### src/rtl/comp_pkg.sv
// Shared constants and types for the comparator SAR controller.
package comp_pkg;

  localparam int unsigned CMP_WIDTH = 8;

  // Comparator y_out encodings
  localparam logic [7:0] CMP_LT = 8'h01;
  localparam logic [7:0] CMP_GT = 8'h80;
  localparam logic [7:0] CMP_EQ = 8'h00;

  typedef enum logic [1:0] {
    IDLE  = 2'd0,
    DRIVE = 2'd1,
    EVAL  = 2'd2,
    DONE  = 2'd3
  } state_e;

endpackage

### src/rtl/comp_sar_ctrl.sv
// Successive-approximation initiator for the 8-bit ALU comparator.
// Recovers the latched operand MSB first and flags illegal comparator responses.
module comp_sar_ctrl
  import comp_pkg::*;
#(
  parameter int unsigned WIDTH  = CMP_WIDTH,
  parameter int unsigned SETTLE = 1
) (
  input  logic             clk_in,
  input  logic             rst_n_in,
  input  logic             start_in,
  input  logic [WIDTH-1:0] a_val_in,
  output logic [WIDTH-1:0] a_reg_out,
  output logic [WIDTH-1:0] b_reg_out,
  output logic             cmp_en_n_out,
  input  logic [WIDTH-1:0] cmp_y_in,
  input  logic             cmp_zero_in,
  input  logic             cmp_carry_in,
  output logic             busy_out,
  output logic             done_out,
  output logic [WIDTH-1:0] result_out,
  output logic             exact_out,
  output logic             error_out
);

  localparam int unsigned IDX_W = $clog2(WIDTH);
  localparam int unsigned CNT_W = 3;

  state_e           state_q, state_d;
  logic [WIDTH-1:0] a_reg_q, a_reg_d;
  logic [WIDTH-1:0] b_reg_q, b_reg_d;
  logic             en_n_q, en_n_d;
  logic [WIDTH-1:0] result_q, result_d;
  logic             exact_q, exact_d;
  logic             error_q, error_d;
  logic             done_q, done_d;
  logic             busy_q, busy_d;
  logic [IDX_W-1:0] idx_q, idx_d;
  logic [CNT_W-1:0] cnt_q, cnt_d;

  logic [WIDTH-1:0] bit_mask_c;
  logic             rsp_gt_c, rsp_lt_c, rsp_eq_c;
  logic             stop_c;

  // Trial bit and comparator response decode
  always_comb begin
    bit_mask_c = WIDTH'(1) << idx_q;
    rsp_gt_c   = (cmp_y_in == WIDTH'(CMP_GT)) && !cmp_zero_in && !cmp_carry_in;
    rsp_lt_c   = (cmp_y_in == WIDTH'(CMP_LT)) && !cmp_zero_in && !cmp_carry_in;
    rsp_eq_c   = (cmp_y_in == WIDTH'(CMP_EQ)) &&  cmp_zero_in && !cmp_carry_in;
  end

  // Next-state and next-output logic for the search FSM
  always_comb begin
    state_d  = state_q;
    a_reg_d  = a_reg_q;
    b_reg_d  = b_reg_q;
    en_n_d   = en_n_q;
    result_d = result_q;
    exact_d  = exact_q;
    error_d  = error_q;
    done_d   = 1'b0;
    busy_d   = busy_q;
    idx_d    = idx_q;
    cnt_d    = cnt_q;
    stop_c   = 1'b0;

    unique case (state_q)
      IDLE: begin
        if (start_i_accept()) begin
          a_reg_d  = a_val_in;
          result_d = '0;
          exact_d  = 1'b0;
          error_d  = 1'b0;
          idx_d    = IDX_W'(WIDTH - 1);
          cnt_d    = '0;
          b_reg_d  = WIDTH'(1) << (WIDTH - 1);
          en_n_d   = 1'b0;
          busy_d   = 1'b1;
          state_d  = DRIVE;
        end
      end

      DRIVE: begin
        if (cnt_q == CNT_W'(SETTLE - 1)) begin
          state_d = EVAL;
        end else begin
          cnt_d = cnt_q + CNT_W'(1);
        end
      end

      EVAL: begin
        if (rsp_gt_c) begin
          result_d = result_q | bit_mask_c;
        end else if (rsp_lt_c) begin
          result_d = result_q;
        end else if (rsp_eq_c) begin
          result_d = b_reg_q;
          exact_d  = 1'b1;
          stop_c   = 1'b1;
        end else begin
          error_d  = 1'b1;
          stop_c   = 1'b1;
        end

        if (!stop_c && (idx_q != '0)) begin
          idx_d   = idx_q - IDX_W'(1);
          cnt_d   = '0;
          b_reg_d = result_d | (bit_mask_c >> 1);
          state_d = DRIVE;
        end else begin
          b_reg_d = '0;
          en_n_d  = 1'b1;
          done_d  = 1'b1;
          state_d = DONE;
        end
      end

      DONE: begin
        busy_d  = 1'b0;
        state_d = IDLE;
      end

      default: state_d = IDLE;
    endcase
  end

  // Start is only honoured while idle
  function automatic logic start_i_accept();
    return start_in;
  endfunction

  // State and output registers
  always_ff @(posedge clk_in or negedge rst_n_in) begin
    if (!rst_n_in) begin
      state_q  <= IDLE;
      a_reg_q  <= '0;
      b_reg_q  <= '0;
      en_n_q   <= 1'b1;
      result_q <= '0;
      exact_q  <= 1'b0;
      error_q  <= 1'b0;
      done_q   <= 1'b0;
      busy_q   <= 1'b0;
      idx_q    <= '0;
      cnt_q    <= '0;
    end else begin
      state_q  <= state_d;
      a_reg_q  <= a_reg_d;
      b_reg_q  <= b_reg_d;
      en_n_q   <= en_n_d;
      result_q <= result_d;
      exact_q  <= exact_d;
      error_q  <= error_d;
      done_q   <= done_d;
      busy_q   <= busy_d;
      idx_q    <= idx_d;
      cnt_q    <= cnt_d;
    end
  end

  assign a_reg_out    = a_reg_q;
  assign b_reg_out    = b_reg_q;
  assign cmp_en_n_out = en_n_q;
  assign result_out   = result_q;
  assign exact_out    = exact_q;
  assign error_out    = error_q;
  assign done_out     = done_q;
  assign busy_out     = busy_q;

endmodule

### config.mk
export PLATFORM = sky130hd
export DESIGN_NAME = comp_sar_ctrl
export DESIGN_NICKNAME = d
export VERILOG_FILES = /design/src/rtl/comp_pkg.sv /design/src/rtl/comp_sar_ctrl.sv
export SDC_FILE = /design/constraint.sdc
export NUM_CORES = 1
export LEC_CHECK = 0
export ABC_AREA = 1
export BUFFER_PORTS_ARGS = -buffer_cell sky130_fd_sc_hd__buf_2
export CORE_ASPECT_RATIO = 1.25
export CORE_MARGIN = 5
export CORE_UTILIZATION = 57
export DETAILED_ROUTE_END_ITERATION = 10
export PLACE_DENSITY = 0.87
export SYNTH_ARGS = -nofsm -noshare
export SYNTH_HDL_FRONTEND = slang
export SYNTH_SLANG_ARGS = --single-unit
export TNS_END_PERCENT = 5
### constraint.sdc
create_clock -name clk_in -period 3.93 [get_ports clk_in]
set_input_delay 0 -clock clk_in [delete_from_list [all_inputs] [get_ports clk_in]]
set_output_delay 0 -clock clk_in [all_outputs]
set_load 0.05 [all_outputs]
After elaboration in Yosys (flattened, before gate mapping)
Cells that the tools add are included.
{"block": "classes", "muxes": 38, "addsub": 2, "n_eq_ne": 14, "n_reduce_logical": 26, "shift": 1, "bitwise": 2}
{"operator": "$mux W8", "count": 7}
{"operator": "$pmux W8 S2", "count": 2}
{"operator": "$ne A2 B2 Y1 const B", "count": 9}
{"operator": "$mux W3", "count": 5}
{"operator": "$mux W1", "count": 14}
{"operator": "$reduce_and A5 Y1", "count": 2}
{"operator": "$pmux W3 S3", "count": 1}
{"operator": "$eq A8 B1 Y1 const B", "count": 1}
{"operator": "$eq A8 B8 Y1 const B", "count": 1}
{"operator": "$logic_not A8 Y1", "count": 1}
{"operator": "$or A8 B7 Y8", "count": 1}
{"operator": "$or A8 B8 Y8", "count": 1}
{"operator": "$pmux W1 S2", "count": 4}
{"operator": "$pmux W2 S4", "count": 1}
{"operator": "$reduce_and A2 Y1", "count": 4}
{"operator": "$shl A1 B3 Y8 const A", "count": 1}
{"operator": "$logic_and A1 B1 Y1", "count": 7}
{"operator": "$mux W2", "count": 3}
{"operator": "$pmux W3 S2", "count": 1}
{"operator": "$reduce_and A3 Y1", "count": 2}
{"operator": "$reduce_bool A3 Y1", "count": 2}
{"operator": "$eq A2 B2 Y1 const B", "count": 2}
{"operator": "$reduce_and A4 Y1", "count": 1}
{"operator": "$reduce_bool A2 Y1", "count": 2}
{"operator": "6 further kinds", "count": 8}
{"block": "totals", "elab_cells": 94, "output_inout_bits": 29, "input_bits": 21, "ff_bits": 37}

Logic depth before layout (Yosys ltp)
Gate-level depths: netlist of run 1.
{"block": "logic_depth", "word_depth": 10, "ltp_mapped": 10, "mapped_depth_nobuf": 10}

Least setup slack after synthesis of run 1
No wires, ideal clock.
{"block": "synth_timing", "path_kind": "reg-to-reg", "start": "register idx_q[0]", "end": "register idx_q[0]", "n_path_buf": 0, "setup_time_ns": 0.124, "required_time_ns": 3.806, "path_slack_ns": 2.647, "path_stages_with_launch": 10, "period_less_slack_ns": 1.283, "arrival_ns": 1.159, "path_cell_list": "dfrtp_1 -> inv_1 -> ha_1 -> inv_1 -> nor2_1 -> inv_1 -> nand2_4 -> nand2_4 -> nand2_2 -> a21oi_1"}
{"block": "synth_via", "elab_chain_len": 4, "word_cells_on_any_way": 7, "cone_classes": "add/sub (1); eq/ne (1); mux (2); reduce/logical (3)"}
{"item": "from (decl)", "line_no": "comp_sar_ctrl.sv:38", "text": "logic [IDX_W-1:0] idx_q, idx_d;"}
{"item": "from (signal assigned)", "line_no": "comp_sar_ctrl.sv:157", "text": "idx_q <= idx_d;"}
{"item": "branches (longest 4 deep; another with $sub A3 B1 Y3)"}
Parallel ways; which one is timed is not known. The select of a mux whose other input is x is not followed.
A chain may end at the register's enable or synchronous reset.

Worst setup path after layout of run 1
{"block": "layout_timing", "start": "register state_q[1]", "end": "register cnt_q[1]"}
{"block": "layout_via", "elab_chain_len": 3, "word_cells_on_any_way": 9, "cone_classes": "eq/ne (5); mux (1); reduce/logical (3)"}
{"item": "from (decl)", "line_no": "comp_sar_ctrl.sv:29", "text": "state_e state_q, state_d;"}
{"item": "from (signal assigned)", "line_no": "comp_sar_ctrl.sv:148", "text": "state_q <= state_d;"}
{"item": "$eq A2 B2 Y1, or another cell as far along", "line_no": "comp_sar_ctrl.sv:68", "text": "unique case (state_q)"}
{"item": "$ne A2 B2 Y1 (no line) or $reduce_bool A3 Y1 (tied branches)"}
{"item": "$reduce_and A4 Y1 (no line)"}
{"item": "to (signal assigned)", "line_no": "comp_sar_ctrl.sv:158", "text": "cnt_q <= cnt_d;"}
{"item": "to (decl)", "line_no": "comp_sar_ctrl.sv:39", "text": "logic [CNT_W-1:0] cnt_q, cnt_d;"}
Parallel ways exist; a longest one is shown, timed or not.

==> impl_summary.txt, run 1 <==
----------------------------------------------------
[Global route]
  Vias in the first global route ... between 1500 and 2000
  Residual overflow from global routing ... 0
  Global-route usage over all layers ... 0.203
  Wire length of the first global-routing pass ... around 8300 um
  Largest net degree at the start of global routing ... 38
  Antenna violations before repair ... 0

[Power]
  Clock power frac ... 0.167
  Static leakage ... 0.00155 uW
  Power Internal ... 785 uW
  Pwr dens ... 609 mW/mm^2
  Highest ir drop seen on vdd ... 0.000633 V
  Switching portion of total power ... 0.491
  Psw ... roughly 760 uW
  Part of the power in combinational logic ... 0.478
  Part of the total power dissipated in sequential elements ... 0.355

[Timing]
  RSZ-0062 raised after global routing ... false
  Tightest Pin Transition ... about 0.8 ns
  Relative max-transition margin ... 0.463
  Fmax ... ~600 MHz
  Share of the clock period used by the worst path ... 0.418
  Final setup vio count ... 0
  Final-report hold violation count ... 0
  Number of pins with negative max-slew slack in the final report ... 0
  Summed negative setup slack over all endpoints ... 0 ns
  Worst-case clock skew ... ~0.0038 ns
  Minimum period implied by the final worst setup slack ... 1.64 ns

[Die]
  Starting utilization of the core area ... 0.593
  Num rows ... 24
  I/O pin count ... 50
  Die Span Y ... between 70 and 80 um
  Full die area ... around 0.0050 sq mm
  Core area ... between 0.003 and 0.004 sq mm
  Die X-Extent ... around 64 um

[Place]
  Number of buffer cells added on primary ports ... a little under 50
  Cell area reported after detailed placement ... ~0.0024 sq mm
  GP Congestion ... between 0.8 and 0.9
  Detailed-placement wirelength estimate ... roughly 3400 um

[Synthesis]
  Number of register bits inferred by synthesis ... 37
  Cell area after synthesis ... 0.00208 sq mm
  Number of synthesis warnings ... 0
  Cell count after synthesis ... between 200 and 300
  Nets in the synthesized netlist ... approximately 300
  Synthesized area per cell ... 7.54 sq um
  Register area share after synthesis ... 0.445
  Distinct cells, synth ... 27

[Detailed routing]
  Routed Antenna Nets ... 0
  Routed wire length ... about 4700 um
  Length of the first detailed-routing pass in iterations ... 4
  WL per Instance ... between 10 and 15 um
  Via count ... 1927
  Starting DRT DRC Count ... 60
  Post-detailed-route DRC marker count ... 0
  Detail-routed via count per cell ... 5.11

[Final layout]
  Layout Cell Area excl Fill ... 0.00253 sq mm
  Layout cells sized above 1 ... 0.243
  Count of filler cells inserted in the layout ... between 200 and 300
  Count of nets after finishing ... roughly 370
  Area overhead of the layout relative to synthesis ... 21.8%
  Antenna cell count ... 0

[Clock network]
  Root cell of the clock tree ... sky130_fd_sc_hd__clkbuf_8
  CTS Buf Count ... 5
  CTS HTree Levels ... 2
  Clock-pin slew reported for the worst setup and hold paths after clock tree synthesis ... 0.07 ns
  Post-CTS setup repair buffer count ... 0
  CTS tree ... built
  Number of resized instances in the post-cts repair step ... 0
  Sink count of the clock tree ... 37
  Number of buffers on the longest clock path ... 2
  Clock latency at the later pin of the worst-skew pair ... a little under 0.3 ns

[Worst setup path]
  Worst-path maximum fanout ... 13
  Critical path launch point type ... flop
  Worst endpoint required time ... slightly above 4 ns
  Register-to-Register Path Depth ... 9
  R2R setup slack ... 2.29 ns
  Beginning of the worst register-to-register path ... state_q[1]
  Critical path data arrival time ... 1.82 ns
  CP endpoint kind ... flop
  Worst setup path category ... flop to flop
  Endpoint of the lowest-slack register-to-register path ... cnt_q[1]

[Worst hold path]
  Capture endpoint of the worst hold path ... result_out[7]
  Hold depth ... 4
  Startpoint of the most critical hold path ... start_in
  Min-Delay Path Class ... primary input to flop

[Outcome]
  Outcome ... finished, final reports clean

[Job]
  Max Cap Viol ... 0

----------------------------------------------------
## metal layers
layer / routed length [um] / share of wire / global-route usage / vias to the layer above
met5: 0 / 0 / 0 / -
met4: 91 / 0.019 / 0.0811 / 0
met3: 308 / 0.065 / 0.0419 / 10
met2: 2440 / 0.52 / 0.356 / 62
met1: 1880 / 0.40 / 0.238 / 885
li1: - / - / - / 970
## cell type report
cell class	instances	area, sq um	share of cell area
flip-flops and latches	37	927	0.366
clock buffers	5	68.8	0.0271
clock inverters	3	17.5	0.00691
well taps	39	48.8	0.0192
repair buffers	58	335	0.132
multi-input cells	198	996	0.393
inverters	37	141	0.0558
## logic make-up after synthesis
family	Yosys count	share of synthesized area
AOI/OAI and AO/OA	18	0.0445
xor gates and xnor gates	1	0.00421
adders and majority gates	7	0.0421
buffers and inverters	41	0.0763
DFF	37	0.445
and+or+nand+nor	172	0.388
## how the worst max path moves through the flow
stage	from	to	slack, ns	cells after the start
6_report	state_q[1]	cnt_q[1]	2.29	9
5_1_grt	state_q[1]	cnt_q[2]	2.10	9
4_1_cts	state_q[1]	cnt_q[1]	2.28	9
3_5_place_dp	state_q[1]	cnt_q[2]	2.31	9
3_3_place_gp	state_q[1]	cnt_q[2]	2.37	9
2_1_floorplan	idx_q[0]	idx_q[0]	2.65	9
## state kept, by name, summed over array words and instances (netlist names)
signal,count
exact_out,1
state_q,2
result_out,8
error_out,1
cnt_q,3
busy_out,1
b_reg_out,8
a_reg_out,8
idx_q,3
done_out,1
cmp_en_n_out,1
## cell usage after synthesis
library cell               count  share of area
sky130_fd_sc_hd__or2_4         1         0.0042
sky130_fd_sc_hd__nand2_4       4          0.022
sky130_fd_sc_hd__clkbuf_1      2         0.0036
sky130_fd_sc_hd__or2_2         1         0.0030
sky130_fd_sc_hd__a21oi_1       7          0.017
sky130_fd_sc_hd__nand3_2       2         0.0096
sky130_fd_sc_hd__dfrtp_1      36           0.43
sky130_fd_sc_hd__nand3_1      24          0.058
sky130_fd_sc_hd__nor3_2        1         0.0048
sky130_fd_sc_hd__nand2_1     108           0.19
sky130_fd_sc_hd__nand4_1       1         0.0030
sky130_fd_sc_hd__nor2_1       16          0.029
sky130_fd_sc_hd__inv_2         4         0.0072
sky130_fd_sc_hd__o21a_1        1         0.0036
sky130_fd_sc_hd__nor2_2        3         0.0090
sky130_fd_sc_hd__nor2_4        1         0.0054
sky130_fd_sc_hd__inv_1        32          0.058
sky130_fd_sc_hd__o21ai_0       6          0.014
sky130_fd_sc_hd__ha_1          7          0.042
sky130_fd_sc_hd__inv_4         1         0.0030
sky130_fd_sc_hd__nor2_8        2          0.019
sky130_fd_sc_hd__xnor2_1       1         0.0042
sky130_fd_sc_hd__nand2_2       4          0.012
sky130_fd_sc_hd__o21ai_1       4         0.0096
sky130_fd_sc_hd__dfstp_2       1          0.013
sky130_fd_sc_hd__buf_2         2         0.0048
sky130_fd_sc_hd__nand3b_1      4          0.014
## timing repair
item,in CTS,in global routing
hold buffers,9,0
endpoints found under the setup margin,0,0
hold endpoints to repair,44,0
## power groups by stage
| stage | Combinational (uW) | Sequential [uW] | Clock, uW |
|---|---|---|---|
| 2_1_floorplan | 329 | 787 | 0 |
| 3_3_place_gp | 710 | 549 | 0 |
| 3_5_place_dp | 726 | 549 | 0 |
| 4_1_cts | 736 | 544 | 266 |
| 5_1_grt | 805 | 558 | 279 |
| 6_report | 738 | 547 | 258 |
## worst max-delay path, stage by stage (launching register included)
cell and delay [ns]:
sky130_fd_sc_hd__dfrtp_1 0.38, sky130_fd_sc_hd__inv_1 0.13, sky130_fd_sc_hd__nand3_2 0.25, sky130_fd_sc_hd__inv_4 0.23
sky130_fd_sc_hd__nor2_8 0.08, sky130_fd_sc_hd__inv_2 0.15, sky130_fd_sc_hd__or2_4 0.15, sky130_fd_sc_hd__nand2_2 0.06
sky130_fd_sc_hd__nand2_1 0.06, sky130_fd_sc_hd__nand2_1 0.05
## through the flow
step	power [uW]	util	std cells	setup WS, ns	hold WS [ns]
5_1_grt	1640	0.722	377	2.10	0.141
4_1_cts	1550	0.722	377	2.28	0.0695
3_5_place_dp	1280	0.671	360	2.31	0.130
3_3_place_gp	1260	0.671	360	2.37	0.129
6_report	1540	0.722	377	2.29	0.0776
2_1_floorplan	1120	-	276	2.65	-0.296
## cells in the final DEF (no fill, tap or decap), drive strengths merged
master	n
dfstp	1
nand3	26
nand3b	4
dfrtp	36
nand4	1
nand2	116
or2	2
nor3	1
inv	37
buf	49
nor2	22
a21oi	7
dlygate4sd3	9
clkinvlp	1
o21a	1
o21ai	10
clkbuf	5
ha	7
xnor2	1
clkinv	2
No activity file was read; power rests on OpenSTA's default activity.
==> inputs of run 2 (changes only) <==
--- a/config.mk
+++ b/config.mk
@@ -9,9 +9,9 @@
 export BUFFER_PORTS_ARGS = -buffer_cell sky130_fd_sc_hd__buf_2
 export CORE_ASPECT_RATIO = 1.25
 export CORE_MARGIN = 5
-export CORE_UTILIZATION = 57
+export CORE_UTILIZATION = 53
 export DETAILED_ROUTE_END_ITERATION = 10
-export PLACE_DENSITY = 0.87
+export PLACE_DENSITY = 0.82
 export SYNTH_ARGS = -nofsm -noshare
 export SYNTH_HDL_FRONTEND = slang
 export SYNTH_SLANG_ARGS = --single-unit
==> constraint.sdc (replaced) <==
create_clock -name clk_in -period 1.7 [get_ports clk_in]
set_input_delay 0 -clock clk_in [delete_from_list [all_inputs] [get_ports clk_in]]
set_output_delay 0 -clock clk_in [all_outputs]
set_load 0.05 [all_outputs]
==> run 2 against run 1 <==
Against the previous run: worst setup slack got worse by 2.1 ns; register-to-register slack lost 2.1 ns; non-clock buffer count grew 2; power rose to 2.5 times the previous value; final cell count grew 4.5%; via count increased by 1.8%; clock skew up 0.0043 ns; wire length is 3.3% higher; critical endpoint is now cnt_q[2]; highest routed layer unchanged.
==> impl_summary.txt, run 2 (same netlist as run 1, synthesis figures left out) <==
----------------------------------------------------
[Timing]
  Share of the clock period used by the worst path ... 0.873
  Fmax ... 674 MHz
  Number of pins with negative max-slew slack in the final report ... 0
  Worst-case clock skew ... between 0.008 and 0.009 ns
  RSZ-0062 raised after global routing ... false
  Relative max-transition margin ... 0.463
  Post-Route Hold Slack ... between 0.08 and 0.09 ns
  Final setup vio count ... 0
  Final-report hold violation count ... 0
  Minimum period implied by the final worst setup slack ... about 1.5 ns
  Summed negative setup slack over all endpoints ... 0 ns
  Tightest Pin Transition ... 0.805 ns

[Detailed routing]
  Starting DRT DRC Count ... roughly 110
  Routed Antenna Nets ... 0
  Length of the first detailed-routing pass in iterations ... 4
  Post-detailed-route DRC marker count ... 0
  WL per Instance ... around 12 um
  Detail-routed via count per cell ... 4.98
  Via count ... between 1500 and 2000
  Routed wire length ... between 4000 and 5000 um

[Final layout]
  Area overhead of the layout relative to synthesis ... 25.7%
  Count of filler cells inserted in the layout ... 316
  Most common library cell in the layout ignoring fill and taps ... sky130_fd_sc_hd__nand2_1
  Most used cells in the layout excluding fill and tap cells ... sky130_fd_sc_hd__nand2_1, sky130_fd_sc_hd__buf_2, sky130_fd_sc_hd__dfrtp_1
  Storage element area ... 927 sq um
  Antenna cell count ... 0
  Count of nets after finishing ... approximately 370
  Multi-input gate area ... ~1000 sq um
  Layout cells sized above 1 ... 0.247

[Clock network]
  CTS Buf Count ... 5
  Sink count of the clock tree ... 37
  Post-cts hold buffer count ... 9
  Clock-pin slew reported for the worst setup and hold paths after clock tree synthesis ... around 0.07 ns
  Number of buffers on the longest clock path ... 2
  CTS tree ... built
  Clock latency at the later pin of the worst-skew pair ... between 0.2 and 0.3 ns
  Post-CTS setup repair buffer count ... 0
  CTS HTree Levels ... 2
  Root cell of the clock tree ... sky130_fd_sc_hd__clkbuf_8
  Number of resized instances in the post-cts repair step ... 0

[Power]
  Switching portion of total power ... 0.451
  Power Internal ... between 2000 and 2500 uW
  Static leakage ... 0.00158 uW
  Part of the total power dissipated in sequential elements ... 0.323
  Part of the power in combinational logic ... 0.447
  Psw ... approximately 1800 uW
  Clock power frac ... 0.230
  Highest ir drop seen on vdd ... between 0.001 and 0.0015 V
  Pwr dens ... 1490 mW/mm^2

[Outcome]
  Outcome ... finished, final reports clean

[Global route]
  Largest net degree at the start of global routing ... 38
  Wire length of the first global-routing pass ... about 8400 um
  Vias in the first global route ... 1997
  Residual overflow from global routing ... 0
  Antenna violations before repair ... 0
  Global-route usage over all layers ... 0.203

[Place]
  Detailed-placement wirelength estimate ... 3490 um
  GP Congestion ... between 0.8 and 0.9
  Number of buffer cells added on primary ports ... 49

[Die]
  Die X-Extent ... roughly 66 um
  Die Span Y ... ~80 um
  Starting utilization of the core area ... 0.550
  Num rows ... 25
  Core area ... about 0.0038 sq mm
  Full die area ... 0.00529 sq mm
  I/O pin count ... 50

[Worst setup path]
  Critical path data arrival time ... roughly 1.7 ns
  Critical path launch point type ... flop
  CP endpoint kind ... flop
  Worst endpoint required time ... about 1.9 ns
  Beginning of the worst register-to-register path ... state_q[1]
  Source of the critical timing path ... state_q[1]
  Worst-path maximum fanout ... 13
  R2R setup slack ... between 0.2 and 0.25 ns
  Worst setup path category ... flop to flop

[Job]
  Max Cap Viol ... 0

[Worst hold path]
  Startpoint of the most critical hold path ... start_in
  Min-Delay Path Class ... primary input to flop

----------------------------------------------------
## run 2: cell type report
class | count | area share
Clock buffer | 5 | 0.0263
Inverter | 37 | 0.0540
Sequential cell | 37 | 0.354
Timing Repair Buffer | 60 | 0.134
Multi-Input combinational cell | 198 | 0.381
Tap cell | 54 | 0.0258
Clock inverter | 3 | 0.0249
## run 2: metrics by stage
stage	total power, uW	setup slack (ns)	std cells	util	cell area [sq um]
finish	3900	0.215	394	0.691	2620
global route	4140	0.110	394	0.691	2620
CTS	3910	0.222	394	0.691	2620
detailed placement	2990	0.233	377	0.632	2390
global placement	2950	0.285	377	0.632	2390
floorplan	2580	0.417	276	-	2080
## run 2: worst max-delay path, stage by stage (launching register included)
cell and delay, ns:
sky130_fd_sc_hd__dfrtp_1 0.39, sky130_fd_sc_hd__inv_1 0.15, sky130_fd_sc_hd__nor2_4 0.10, sky130_fd_sc_hd__nor2_8 0.22, sky130_fd_sc_hd__inv_2 0.11, sky130_fd_sc_hd__or2_4 0.26, sky130_fd_sc_hd__nand3_1 0.09, sky130_fd_sc_hd__nand2_1 0.06
## run 2: worst paths after layout
path                                 end  depth (start not counted)
max                             cnt_q[2]                          7
min                        result_out[7]                          4
max reg2reg                     cnt_q[2]                          7
min reg2reg                 a_reg_out[0]                          2
max in group asynchronous       idx_q[0]                          2
min in group asynchronous  result_out[1]                          2
## run 2: power by group through the flow
| stage | Clock (uW) | Combinational, uW | Sequential (uW) |
|---|---|---|---|
| 4_1_cts | 910 | 1750 | 1260 |
| 2_1_floorplan | 0 | 761 | 1820 |
| 6_report | 897 | 1740 | 1260 |
| 3_3_place_gp | 0 | 1680 | 1270 |
| 5_1_grt | 950 | 1900 | 1290 |
| 3_5_place_dp | 0 | 1730 | 1260 |
## run 2: layer usage
metal,vias up,track usage,share of wire
met2,54,0.382,0.53
li1,976,-,-
met4,0,0.0854,0.021
met1,918,0.214,0.39
met3,13,0.0406,0.051
met5,-,0,0
